`config.mk`:
```
export PLATFORM = sky130hd
export DESIGN_NAME = rpn_stack_calculator_flat
export DESIGN_NICKNAME = d
export VERILOG_FILES = /design/src/rtl/rpn_stack_calculator_if.sv /design/src/rtl/rpn_stack_calculator.sv /design/src/flat_wrapper.sv
export SDC_FILE = /design/constraint.sdc
export NUM_CORES = 1
export LEC_CHECK = 0
export ABC_AREA = 1
export BUFFER_PORTS_ARGS = -buffer_cell sky130_fd_sc_hd__buf_2
export CAP_MARGIN = 20
export CORE_ASPECT_RATIO = 2
export CORE_UTILIZATION = 45
export CTS_BUF_LIST = sky130_fd_sc_hd__clkbuf_4 sky130_fd_sc_hd__clkbuf_8
export CTS_CLUSTER_DIAMETER = 50
export DETAILED_ROUTE_END_ITERATION = 12
export PLACE_DENSITY = 0.67
export SETUP_SLACK_MARGIN = 0.1
export SYNTH_ARGS = -nofsm -noshare
export SYNTH_HDL_FRONTEND = slang
export SYNTH_SLANG_ARGS = --single-unit
```
`constraint.sdc`:
```
create_clock -name clk -period 5.4 [get_ports clk]
set_clock_uncertainty 0.05 [all_clocks]
set_input_delay 0.27 -clock clk [delete_from_list [all_inputs] [get_ports clk]]
set_output_delay 0.27 -clock clk [all_outputs]
set_load 0.01 [all_outputs]
```
`src/rtl/rpn_stack_calculator_if.sv`:
```
// Command/display bundle of the RPN calculator: switches and button in,
// display value, flag LEDs, stack occupancy and error indicator out.
interface rpn_stack_calculator_if #(
    parameter int WIDTH = 16,
    parameter int DEPTH = 4
);
    localparam int CW = $clog2(DEPTH + 1);

    logic             Enter;
    logic             IsOp;
    logic [WIDTH-1:0] DataIn;
    logic [WIDTH-1:0] ToDisplay;
    logic [4:0]       Flags;
    logic [CW-1:0]    Count;
    logic             Error;

    modport master (
        output Enter, IsOp, DataIn,
        input  ToDisplay, Flags, Count, Error
    );

    modport slave (
        input  Enter, IsOp, DataIn,
        output ToDisplay, Flags, Count, Error
    );
endinterface

```
`src/rtl/rpn_stack_calculator.sv`:
```
// Reverse-Polish calculator: a DEPTH-entry operand stack driven by push and
// opcode commands, one command per rising edge of the Enter button.
module rpn_stack_calculator #(
    parameter int WIDTH = 16,
    parameter int DEPTH = 4
) (
    input logic clk,
    input logic reset,
    rpn_stack_calculator_if.slave bus
);
    localparam int CW = $clog2(DEPTH + 1);
    localparam int AW = (DEPTH > 1) ? $clog2(DEPTH) : 1;

    typedef enum logic [2:0] {
        OP_ADD   = 3'b000,
        OP_SUB   = 3'b001,
        OP_OR    = 3'b010,
        OP_AND   = 3'b011,
        OP_DUP   = 3'b100,
        OP_SWAP  = 3'b101,
        OP_DROP  = 3'b110,
        OP_CLEAR = 3'b111
    } opcode_t;

    logic             enter_q;
    logic             cmd_q;
    logic [CW-1:0]    count_q;
    logic [4:0]       flags_q;
    logic             error_q;
    logic [WIDTH-1:0] stack_mem [DEPTH];

    opcode_t          opcode;
    logic [AW-1:0]    tos_idx;
    logic [AW-1:0]    nos_idx;
    logic [AW-1:0]    push_idx;
    logic [WIDTH-1:0] tos;
    logic [WIDTH-1:0] nos;
    logic [WIDTH:0]   add_full;
    logic [WIDTH:0]   sub_full;

    logic [WIDTH-1:0] alu_result;
    logic             alu_c;
    logic             alu_v;
    logic [4:0]       flags_next;

    logic             legal;
    logic [CW-1:0]    count_next;
    logic             flags_we;
    logic             wr0_en;
    logic [AW-1:0]    wr0_idx;
    logic [WIDTH-1:0] wr0_data;
    logic             wr1_en;
    logic [AW-1:0]    wr1_idx;
    logic [WIDTH-1:0] wr1_data;

    assign opcode   = opcode_t'(bus.DataIn[2:0]);
    assign tos_idx  = AW'(count_q - CW'(1));
    assign nos_idx  = AW'(count_q - CW'(2));
    assign push_idx = AW'(count_q);
    assign tos      = stack_mem[tos_idx];
    assign nos      = stack_mem[nos_idx];

    // The extra top bit of each full-width result is carry (ADD) or borrow (SUB).
    assign add_full = {1'b0, nos} + {1'b0, tos};
    assign sub_full = {1'b0, nos} - {1'b0, tos};

    always_comb begin
        alu_result = '0;
        alu_c      = 1'b0;
        alu_v      = 1'b0;
        case (opcode)
            OP_ADD: begin
                alu_result = add_full[WIDTH-1:0];
                alu_c      = add_full[WIDTH];
                alu_v      = (nos[WIDTH-1] == tos[WIDTH-1]) &&
                             (add_full[WIDTH-1] != nos[WIDTH-1]);
            end
            OP_SUB: begin
                alu_result = sub_full[WIDTH-1:0];
                alu_c      = sub_full[WIDTH];
                alu_v      = (nos[WIDTH-1] != tos[WIDTH-1]) &&
                             (sub_full[WIDTH-1] != nos[WIDTH-1]);
            end
            OP_OR:   alu_result = nos | tos;
            OP_AND:  alu_result = nos & tos;
            default: alu_result = '0;
        endcase
    end

    assign flags_next = {alu_result[WIDTH-1], (alu_result == '0), alu_c, alu_v, ^alu_result};

    // Decode the pending command into legality, new occupancy and up to two
    // stack writes (SWAP is the only command that needs both ports).
    always_comb begin
        legal      = 1'b0;
        count_next = count_q;
        flags_we   = 1'b0;
        wr0_en     = 1'b0;
        wr0_idx    = push_idx;
        wr0_data   = bus.DataIn;
        wr1_en     = 1'b0;
        wr1_idx    = nos_idx;
        wr1_data   = tos;
        if (!bus.IsOp) begin
            if (count_q < CW'(DEPTH)) begin
                legal      = 1'b1;
                wr0_en     = 1'b1;
                count_next = count_q + CW'(1);
            end
        end else begin
            case (opcode)
                OP_ADD, OP_SUB, OP_OR, OP_AND: begin
                    if (count_q >= CW'(2)) begin
                        legal      = 1'b1;
                        flags_we   = 1'b1;
                        wr0_en     = 1'b1;
                        wr0_idx    = nos_idx;
                        wr0_data   = alu_result;
                        count_next = count_q - CW'(1);
                    end
                end
                OP_DUP: begin
                    if ((count_q != '0) && (count_q < CW'(DEPTH))) begin
                        legal      = 1'b1;
                        wr0_en     = 1'b1;
                        wr0_data   = tos;
                        count_next = count_q + CW'(1);
                    end
                end
                OP_SWAP: begin
                    if (count_q >= CW'(2)) begin
                        legal    = 1'b1;
                        wr0_en   = 1'b1;
                        wr0_idx  = tos_idx;
                        wr0_data = nos;
                        wr1_en   = 1'b1;
                    end
                end
                OP_DROP: begin
                    if (count_q != '0) begin
                        legal      = 1'b1;
                        count_next = count_q - CW'(1);
                    end
                end
                OP_CLEAR: begin
                    legal      = 1'b1;
                    count_next = '0;
                end
                default: legal = 1'b0;
            endcase
        end
    end

    // Enter_q resets high so a button held through reset must be released
    // before it can issue a command.
    always_ff @(posedge clk) begin
        if (reset) begin
            enter_q <= 1'b1;
            cmd_q   <= 1'b0;
            count_q <= '0;
            flags_q <= '0;
            error_q <= 1'b0;
        end else begin
            enter_q <= bus.Enter;
            cmd_q   <= bus.Enter & ~enter_q;
            if (cmd_q) begin
                count_q <= count_next;
                error_q <= ~legal;
                if (flags_we) begin
                    flags_q <= flags_next;
                end
            end
        end
    end

    // Stack entries carry no reset; entries at or above Count are don't-care.
    always_ff @(posedge clk) begin
        if (cmd_q && !reset) begin
            if (wr0_en) begin
                stack_mem[wr0_idx] <= wr0_data;
            end
            if (wr1_en) begin
                stack_mem[wr1_idx] <= wr1_data;
            end
        end
    end

    assign bus.ToDisplay = (count_q != '0) ? tos : bus.DataIn;
    assign bus.Flags     = flags_q;
    assign bus.Count     = count_q;
    assign bus.Error     = error_q;
endmodule

```
`src/flat_wrapper.sv`:
```
// flat-port wrapper written by rule: the top's interface ports become plain ports
module rpn_stack_calculator_flat 
#(
    parameter int WIDTH = 16,
    parameter int DEPTH = 4
)
  (clk, reset, bus_Enter, bus_IsOp, bus_DataIn, bus_ToDisplay, bus_Flags, bus_Count, bus_Error);
  rpn_stack_calculator_if #(.WIDTH(WIDTH), .DEPTH(DEPTH)) bus_i ();
  input logic clk;
  input logic reset;
  input wire logic [$bits(bus_i.Enter)-1:0] bus_Enter;
  input wire logic [$bits(bus_i.IsOp)-1:0] bus_IsOp;
  input wire logic [$bits(bus_i.DataIn)-1:0] bus_DataIn;
  output wire logic [$bits(bus_i.ToDisplay)-1:0] bus_ToDisplay;
  output wire logic [$bits(bus_i.Flags)-1:0] bus_Flags;
  output wire logic [$bits(bus_i.Count)-1:0] bus_Count;
  output wire logic [$bits(bus_i.Error)-1:0] bus_Error;
  assign bus_i.Enter = bus_Enter;
  assign bus_i.IsOp = bus_IsOp;
  assign bus_i.DataIn = bus_DataIn;
  assign bus_ToDisplay = bus_i.ToDisplay;
  assign bus_Flags = bus_i.Flags;
  assign bus_Count = bus_i.Count;
  assign bus_Error = bus_i.Error;
  rpn_stack_calculator #(.WIDTH(WIDTH), .DEPTH(DEPTH)) u_core (.clk(clk), .reset(reset), .bus(bus_i));
endmodule
```
After elaboration in Yosys (flattened, before gate mapping)
Memories as Yosys holds them, arrays and structs flattened.
Cells that the tools add are included.
- word-level logic and storage cells: 84
- input bits: 20
- register bits: 11
- RAM bits: 64
- memories: 1
- output and inout bits: 25
- order comparisons: 2
- multiplexer cells: 37
- add/sub/neg operators: 5
- eq/ne operators: 15
- bitwise gates (word level): 5
- reductions and logical operators: 14
- memory list (memory ; depth ; bits a word ; read ports ; clocked after memory_dff ; wr ports ; line ; source):
    u_core.stack_mem ; 4 ; 16 ; 2 ; 0 ; 2 ; rpn_stack_calculator.sv:30 ; logic [WIDTH-1:0] stack_mem [DEPTH];
- operator list (operator ; count):
    two-way mux 16 bit ; 5
    case mux 16 bit (4 select lines) ; 1
    case mux 16 bit (3 select lines) ; 1
    adder 16 x 16 -> 17 bit ; 1
    subtractor 16 x 16 -> 17 bit ; 1
    AND 16 bit ; 1
    zero test 16 bit ; 1
    two-way mux 1 bit ; 16
    bitwise OR 16 bit ; 1
    XOR reduction 16 bit ; 1
    two-way mux 3 bit ; 5
    == test 3 bit (second input constant) ; 4
    case mux 3 bit (4 select lines) ; 1
    inequality test 3 x 2 -> 1 bit (second input constant) ; 3
    == test 3 x 2 -> 1 bit (second input constant) ; 2
    two-way mux 2 bit ; 3
    case mux 1 bit (2 select lines) ; 3
    AND reduction 6 bit ; 1
    inequality test 5 x 1 -> 1 bit (second input constant) ; 1
    OR reduction 5 bit ; 1
    logical AND 1 bit ; 4
    case mux 1 bit (4 select lines) ; 1
    case mux 2 bit (2 select lines) ; 1
    OR reduction 4 bit ; 1
    other kinds (15) ; 18

Depth between registers and ports, before layout
Gate-level depths: netlist (run 1).
- depth in word-level cells: 8
- gate-level depth with buffers: 30
- gate-level depth less buffers: 24

Worst setup path before layout (run 1)
No wires, ideal clock.
- path kind: register -> register
- start: reg u_core.count_q[0], in the netlist u_core.bus.Count[0]
- end: reg u_core.flags_q[0], in the netlist u_core.bus.Flags[0]
- cell stages (with the launch flop): 29
- arrival time: 4146 ps
- path slack: 1089 ps
- clock period less this slack: 4311 ps
- cells stage by stage: dfxtp_1 -> inv_2 -> buf_6 -> buf_6 -> buf_2 -> ha_1 -> buf_4 -> clkinv_1 -> buf_2 -> o211ai_1 -> nand2_1 -> ha_1 -> buf_4 -> inv_1 -> a21oi_1 -> nand2_1 -> nand2_1 -> nand2_1 -> nand2_1 -> nand2_1 -> nand2_1 -> nand3_1 -> and2_1 -> ha_1 -> xor2_1 -> xnor2_1 -> xnor2_1 -> o21ai_0 -> inv_1
- cells in the longest elaborated chain, start to end: 5
- elaborated cells on any way between the ends: 14
- those cells by class: add/sub: 4; order compare: 1; mux: 4; bitwise: 2; reduce/logical: 2; memory: 1
- ends and longest elaborated chain (element ; line ; source):
    from (decl) ; rpn_stack_calculator.sv:27 ; logic [CW-1:0] count_q;
    from (signal assigned) ; rpn_stack_calculator.sv:167 ; count_q <= count_next;
    subtractor 3 x 1 -> 3 bit, or another cell as far along ; - ;
    memory (4 x 16 bit) or two-way mux 1 bit (tied branches) ; - ;
    subtractor 16 x 16 -> 17 bit, or another cell as far along ; rpn_stack_calculator.sv:65 ; assign sub_full = {1'b0, nos} - {1'b0, tos};
    case mux 16 bit (4 select lines) or two-way mux 1 bit (tied branches) ; rpn_stack_calculator.sv:71, rpn_stack_calculator.sv:104 ;
    XOR reduction 16 bit or AND reduction 2 bit (tied branches) ; - ;
    to (signal assigned) ; rpn_stack_calculator.sv:170 ; flags_q <= flags_next;
    to (decl) ; rpn_stack_calculator.sv:28 ; logic [4:0] flags_q;
Several ways; a longest one is shown, not always the timed one.
A chain may end at the register's enable or synchronous reset.

Worst setup path after layout (run 1)
- start: reg u_core.count_q[1], in the netlist u_core.bus.Count[1]
- end: reg u_core.flags_q[0], in the netlist u_core.bus.Flags[0]
Same word-level chain as after synthesis.

==> results_dict.tcl, run 1 <==
set metrics [dict create \
    power_density_nw_per_um2 197 \
    core_area_um2 18400 \
    crit_chain "inv_1 > ha_1 > clkinv_1 > nand3_1 > nand2_1 > ha_1 > inv_1 > nor3_1 > a21oi_1 > nand2_1 > nand2_1 > nand2_1 > nor2_1 > and2_1 > ha_1 > xor2_1 > xnor2_1 > xnor2_1 > o21ai_0 > inv_1" \
    syn_area_um2 8470 \
    status "finished clean" \
    startpoint_type "flop" \
    placed_cells_incl_taps 1536 \
    multi_input_area_um2 5280 \
    initial_utilization_pct 46.1 \
    cts_buffers 9 \
    synthesis.nets 1413 \
    crit_top_cell "nand2_1" \
    ant_nets 0 \
    required_ns 5.62 \
    crit_family "simple AND/OR/NAND/NOR gates" \
    yosysUniqueCellTypes 48 \
    slew_headroom_pct 24.5 \
    clk_pin_slew_worst_paths_ns 0.08 \
    slowest_stage "ha_1" \
    timing.final.crit_share_pct 88.2 \
    dp.final_hpwl_um 23300 \
    cts_buffer_depth 2 \
    routabilityCongestion 1.03 \
    min_period_ns 4.76 \
    tightest_slew_ns 1.13 \
    die-area_um2 19400 \
    instances_no_fill 1552 \
    rows 70 \
    grt_pass1_wl_um 45600 \
    postCtsSetupBuffers 0 \
    yosysWarnings 0 \
    finalInstanceArea_um2 8870 \
    cts_hold_buf 0 \
    grt_use_total_pct 31.3 \
    ioPinCount 45 \
    cts_resized 0 \
    power_mw 1.75 \
    wl_per_cell_um 19.3 \
    setup_viol 0 \
    place_area_um2 8660 \
    final_common_cell "nand2_1" \
    grt_overflow 0 \
    syn_area_per_cell_um2 6.40 \
    drv_cap 0 \
    grt_antenna_before_repair 0 \
    die_h_um 196 \
    nets 1420 \
    crit_arrival_ns 4.98 \
    setup_slack_ns 0.638 \
    synthTopCellsByArea "edfxtp_1 23%, nand2_1 21%, ha_1 9.9%" \
    postRouteWirelength_um 29900 \
    vias 8940 \
    setup_tns_ns 0 \
    diodes 0 \
    hp-class "input port to flop" \
    drc_errors 0 \
    synth_top_area_cell "edfxtp_1" \
    drive_gt1_share_pct 8.61 \
    drv_slew 0 \
    crit_buf_inv 4 \
    n_fill_cell 1948 \
    area_growth_pct 4.70 \
    dp_slack_ns 0.672 \
    end_kind "flop" \
    max_freq_mhz 210 \
    regArea_um2 2140 \
    ys_seq_area_share_pct 25.3 \
    worstSetupPathType "flop to flop" \
    portBuffers 44 \
    power.leakage_nw 4.49 \
    viasPerCell 5.76 \
    syn_inst 1324 \
    die_x_um 99.0 \
    clk_latency_ns 0.37 \
    ys_ff_latch 75 \
    rsz0062_at_grt "no" \
    mostFrequentLayoutCells "464 x nand2_1, 158 x inv_1, 143 x nand3_1, 76 x nor2_1, 69 x a21oi_1" \
    cp_max_fo 17 \
    cts_tree "yes" \
    first_global_vias 8435 \
    drtIter0Drc 819 \
    irDropWorstVdd_mv 0.0876 \
    hold_viol 0 \
    synth_top_area_share_pct 22.7 \
    root_buffer "clkbuf_8" \
    cpPeakStageDelay_ns 0.54 \
    first_pass_iters 6 \
    cts_sinks 75 \
    grt_max_degree 70 \
    htreeDepth 3 \
]
==> stage by stage <==
| step | hold slack, ns | util, % |
|---|---|---|
| 2_1_floorplan | 0.289 | - |
| 3_3_place_gp | 0.327 | 47.1 |
| 3_5_place_dp | 0.333 | 47.1 |
| 4_1_cts | 0.0359 | 48.2 |
| 5_1_grt | 0.0648 | 48.2 |
| 6_report | 0.0439 | 48.2 |
==> kinds of logic after synthesis <==
family / after synthesis / share of synthesized area [%]
flip-flops: 75 / 25.3
XOR/XNOR: 11 / 1.14
adder cells (fa/ha/maj): 69 / 10.4
AO/OA/AOI/OAI: 202 / 14.1
AND/OR/NAND/NOR: 732 / 36.7
buffers and inverters: 235 / 12.4
==> synthesized netlist by cell type, drive strengths merged <==
cell type	count
o21a	1
or2	1
nand4	7
ha	67
a32o	8
xor2	4
nor3	15
xnor2	7
fa	2
clkbuf	10
o21bai	3
a22oi	1
nand2	472
a21o	1
o211ai	10
o22ai	7
nor2	83
dfxtp	11
and2	7
a21oi	69
inv	174
edfxtp	64
o21ai	84
nand3b	3
a32oi	1
clkinv	1
buf	50
a31oi	4
a211oi	2
a21boi	1
nand3	144
o221ai	10
==> registers in the layout, summed over array words and instances (netlist names) <==
signal,flops
u_core.stack_mem,64
u_core.bus.Count,3
u_core.cmd_q,1
u_core.bus.Error,1
u_core.enter_q,1
u_core.bus.Flags,5
==> worst min-delay path: stages <==
cell,delay [ns]
buf_2,0.08
inv_1,0.04
nand2_1,0.05
==> final timing paths <==
check / from / endpoint / slack (ns) / depth (start not counted)
worst max-delay path: u_core.bus.Count[1]$_SDFFE_PP0P_ / u_core.bus.Flags[0]$_SDFFE_PP0P_ / 0.64 / 20
worst min-delay path: bus_Enter / u_core.enter_q$_SDFF_PP1_ / 0.04 / 3
worst max register to register: u_core.bus.Count[1]$_SDFFE_PP0P_ / u_core.bus.Flags[0]$_SDFFE_PP0P_ / 0.64 / 20
worst min register to register: u_core.enter_q$_SDFF_PP1_ / u_core.cmd_q$_SDFF_PP0_ / 0.34 / 1
==> layer usage <==
layer / global-route usage [%] / up-vias / wire length [um]
met4: 26.8 / 0 / 2610
met2: 54.6 / 403 / 14900
li1: - / 4314 / -
met1: 33.2 / 4095 / 10700
met5: 0 / - / 0
met3: 3.53 / 128 / 1720
==> layout make-up <==
| cell class | count | share of cell area [%] |
|---|---|---|
| timing repair buffer | 56 | 3.50 |
| clock buffer | 9 | 1.40 |
| multi-input combinational | 1014 | 59.6 |
| tap | 216 | 3.05 |
| inverter | 175 | 7.41 |
| clock inverter | 7 | 0.931 |
| sequential | 75 | 24.2 |
==> power breakdown <==
part | leakage [nW] | switching [mW] | total [mW] | internal, mW
Sequential | 0.665 | 0.00182 | 0.641 | 0.639
Clock | 0.0994 | 0.215 | 0.468 | 0.254
Combinational | 3.72 | 0.440 | 0.641 | 0.201
Note: power is estimated with default switching activity, not from simulation.
==> run 2, diff against run 1 <==
--- a/config.mk
+++ b/config.mk
@@ -9,6 +9,7 @@
 export BUFFER_PORTS_ARGS = -buffer_cell sky130_fd_sc_hd__buf_2
 export CAP_MARGIN = 20
 export CORE_ASPECT_RATIO = 2
+export CORE_MARGIN = 2
 export CORE_UTILIZATION = 45
 export CTS_BUF_LIST = sky130_fd_sc_hd__clkbuf_4 sky130_fd_sc_hd__clkbuf_8
 export CTS_CLUSTER_DIAMETER = 50
==> results_dict.tcl, run 2 (synthesis results as in run 1) <==
set metrics [dict create \
    cts_sinks 75 \
    grt_max_degree 70 \
    viasPerCell 5.77 \
    first_pass_iters 5 \
    nets 1424 \
    setup_tns_ns 0 \
    mostFrequentLayoutCells "464 x nand2_1, 158 x inv_1, 143 x nand3_1, 76 x nor2_1, 69 x a21oi_1" \
    die-area_um2 20000 \
    rr_startpoint "u_core.bus.Count[1]$_SDFFE_PP0P_" \
    clk_latency_ns 0.38 \
    root_buffer "clkbuf_8" \
    drv_cap 0 \
    rows 71 \
    drtIter0Drc 711 \
    dp_slack_ns 0.856 \
    final_util_pct 47.6 \
    timing.final.crit_share_pct 86.8 \
    slew_headroom_pct 28.2 \
    grt_pass1_wl_um 46400 \
    tightest_slew_ns 1.08 \
    placed_cells_incl_taps 1543 \
    diodes 0 \
    grt_overflow 0 \
    worstSetupPathType "flop to flop" \
    power_mw 1.70 \
    postCtsSetupBuffers 0 \
    crit_arrival_ns 4.91 \
    ant_nets 0 \
    setup_slack_ns 0.714 \
    initial_utilization_pct 45.4 \
    largest_reg_flops 64 \
    end_kind "flop" \
    status "finished clean" \
    portBuffers 44 \
    drive_gt1_share_pct 9.10 \
    power.leakage_nw 4.50 \
    drv_slew 0 \
    die_h_um 198 \
    postRouteWirelength_um 30100 \
    drc_errors 0 \
    core_area_um2 18700 \
    crit_path_start "u_core.bus.Count[1]$_SDFFE_PP0P_" \
    first_global_vias 8633 \
    cts_tree "yes" \
    irDropWorstVdd_mv 0.0881 \
    regMostFlops "u_core.stack_mem" \
    vias 9002 \
    hold_viol 0 \
    cts_resized 0 \
    cts_hold_buf 0 \
    max_freq_mhz 213 \
    hp-class "input port to flop" \
    final_common_cell "nand2_1" \
    setup_viol 0 \
    startpoint_type "flop" \
    htreeDepth 3 \
    grt_antenna_before_repair 0 \
    holdWs_ns 0.0356 \
    cp_max_fo 19 \
    grt_use_total_pct 30.8 \
    place_area_um2 8690 \
    min_from "bus_Enter" \
    required_ns 5.62 \
    cts_buffer_depth 2 \
    power_density_nw_per_um2 192 \
    wl_per_cell_um 19.3 \
    min_period_ns 4.69 \
    routabilityCongestion 1.05 \
    reg2reg_setup_slack_ns 0.71 \
    dp.final_hpwl_um 23600 \
    rsz0062_at_grt "no" \
    die_x_um 101 \
    instances_no_fill 1559 \
    finalInstanceArea_um2 8880 \
    clk_pin_slew_worst_paths_ns 0.08 \
    area_growth_pct 4.79 \
    cts_buffers 9 \
    ioPinCount 45 \
]
==> run 2: cell count changes in the layout (fill, tap and decap cells not counted), moves of 2 or more <==
cell / change
buf_4: +4
clkinv_1: -4
clkbuf_4: +3
bufinv_16: -2
clkbuf_8: +2
clkinv_2: +2
==> run 2: cell type report <==
cell class              count  area, um2
clock buffers              14        174
clock inverters             2       10.0
fillers                  1989       9780
inverters                 175        657
multi-input cells        1014       5280
flip-flops and latches     75       2140
well taps                 219        274
repair buffers             60        340
==> run 2: report_power, final <==
group	internal, mW	switching [mW]	leakage (nW)
combinational	0.202	0.439	3.74
clock	0.206	0.214	0.101
sequential	0.639	0.00185	0.665
total	1.05	0.655	4.50
==> run 2: worst max-delay path: stages (launching register included) <==
cell	delay, ns
dfxtp_1	0.34
inv_1	0.06
ha_1	0.28
buf_4	0.28
clkinv_1	0.19
buf_4	0.24
nand3_1	0.11
nand2_1	0.21
ha_1	0.50
nand2_1	0.16
inv_1	0.12
nand2_1	0.10
nand2_1	0.09
a21oi_1	0.34
nand2_1	0.17
nand2_1	0.09
nand2_1	0.05
nor2_1	0.13
and2_1	0.18
ha_1	0.24
xor2_1	0.18
xnor2_1	0.16
xnor2_1	0.09
o21ai_0	0.14
inv_1	0.06
==> run 2: path summary, 6_finish.rpt <==
kind                                           end  cells after the start
hold reg to reg            u_core.cmd_q$_SDFF_PP0_                      1
setup reg to reg  u_core.bus.Flags[0]$_SDFFE_PP0P_                     24
setup / recovery  u_core.bus.Flags[0]$_SDFFE_PP0P_                     24
hold / removal           u_core.enter_q$_SDFF_PP1_                      3
==> run 2: routing by layer <==
metal	routed length [um]	up-vias	track usage (%)
met5	0	-	0
met3	1590	119	2.33
met1	10700	4169	33.2
li1	-	4328	-
met4	2490	0	22.8
met2	15300	386	54.7
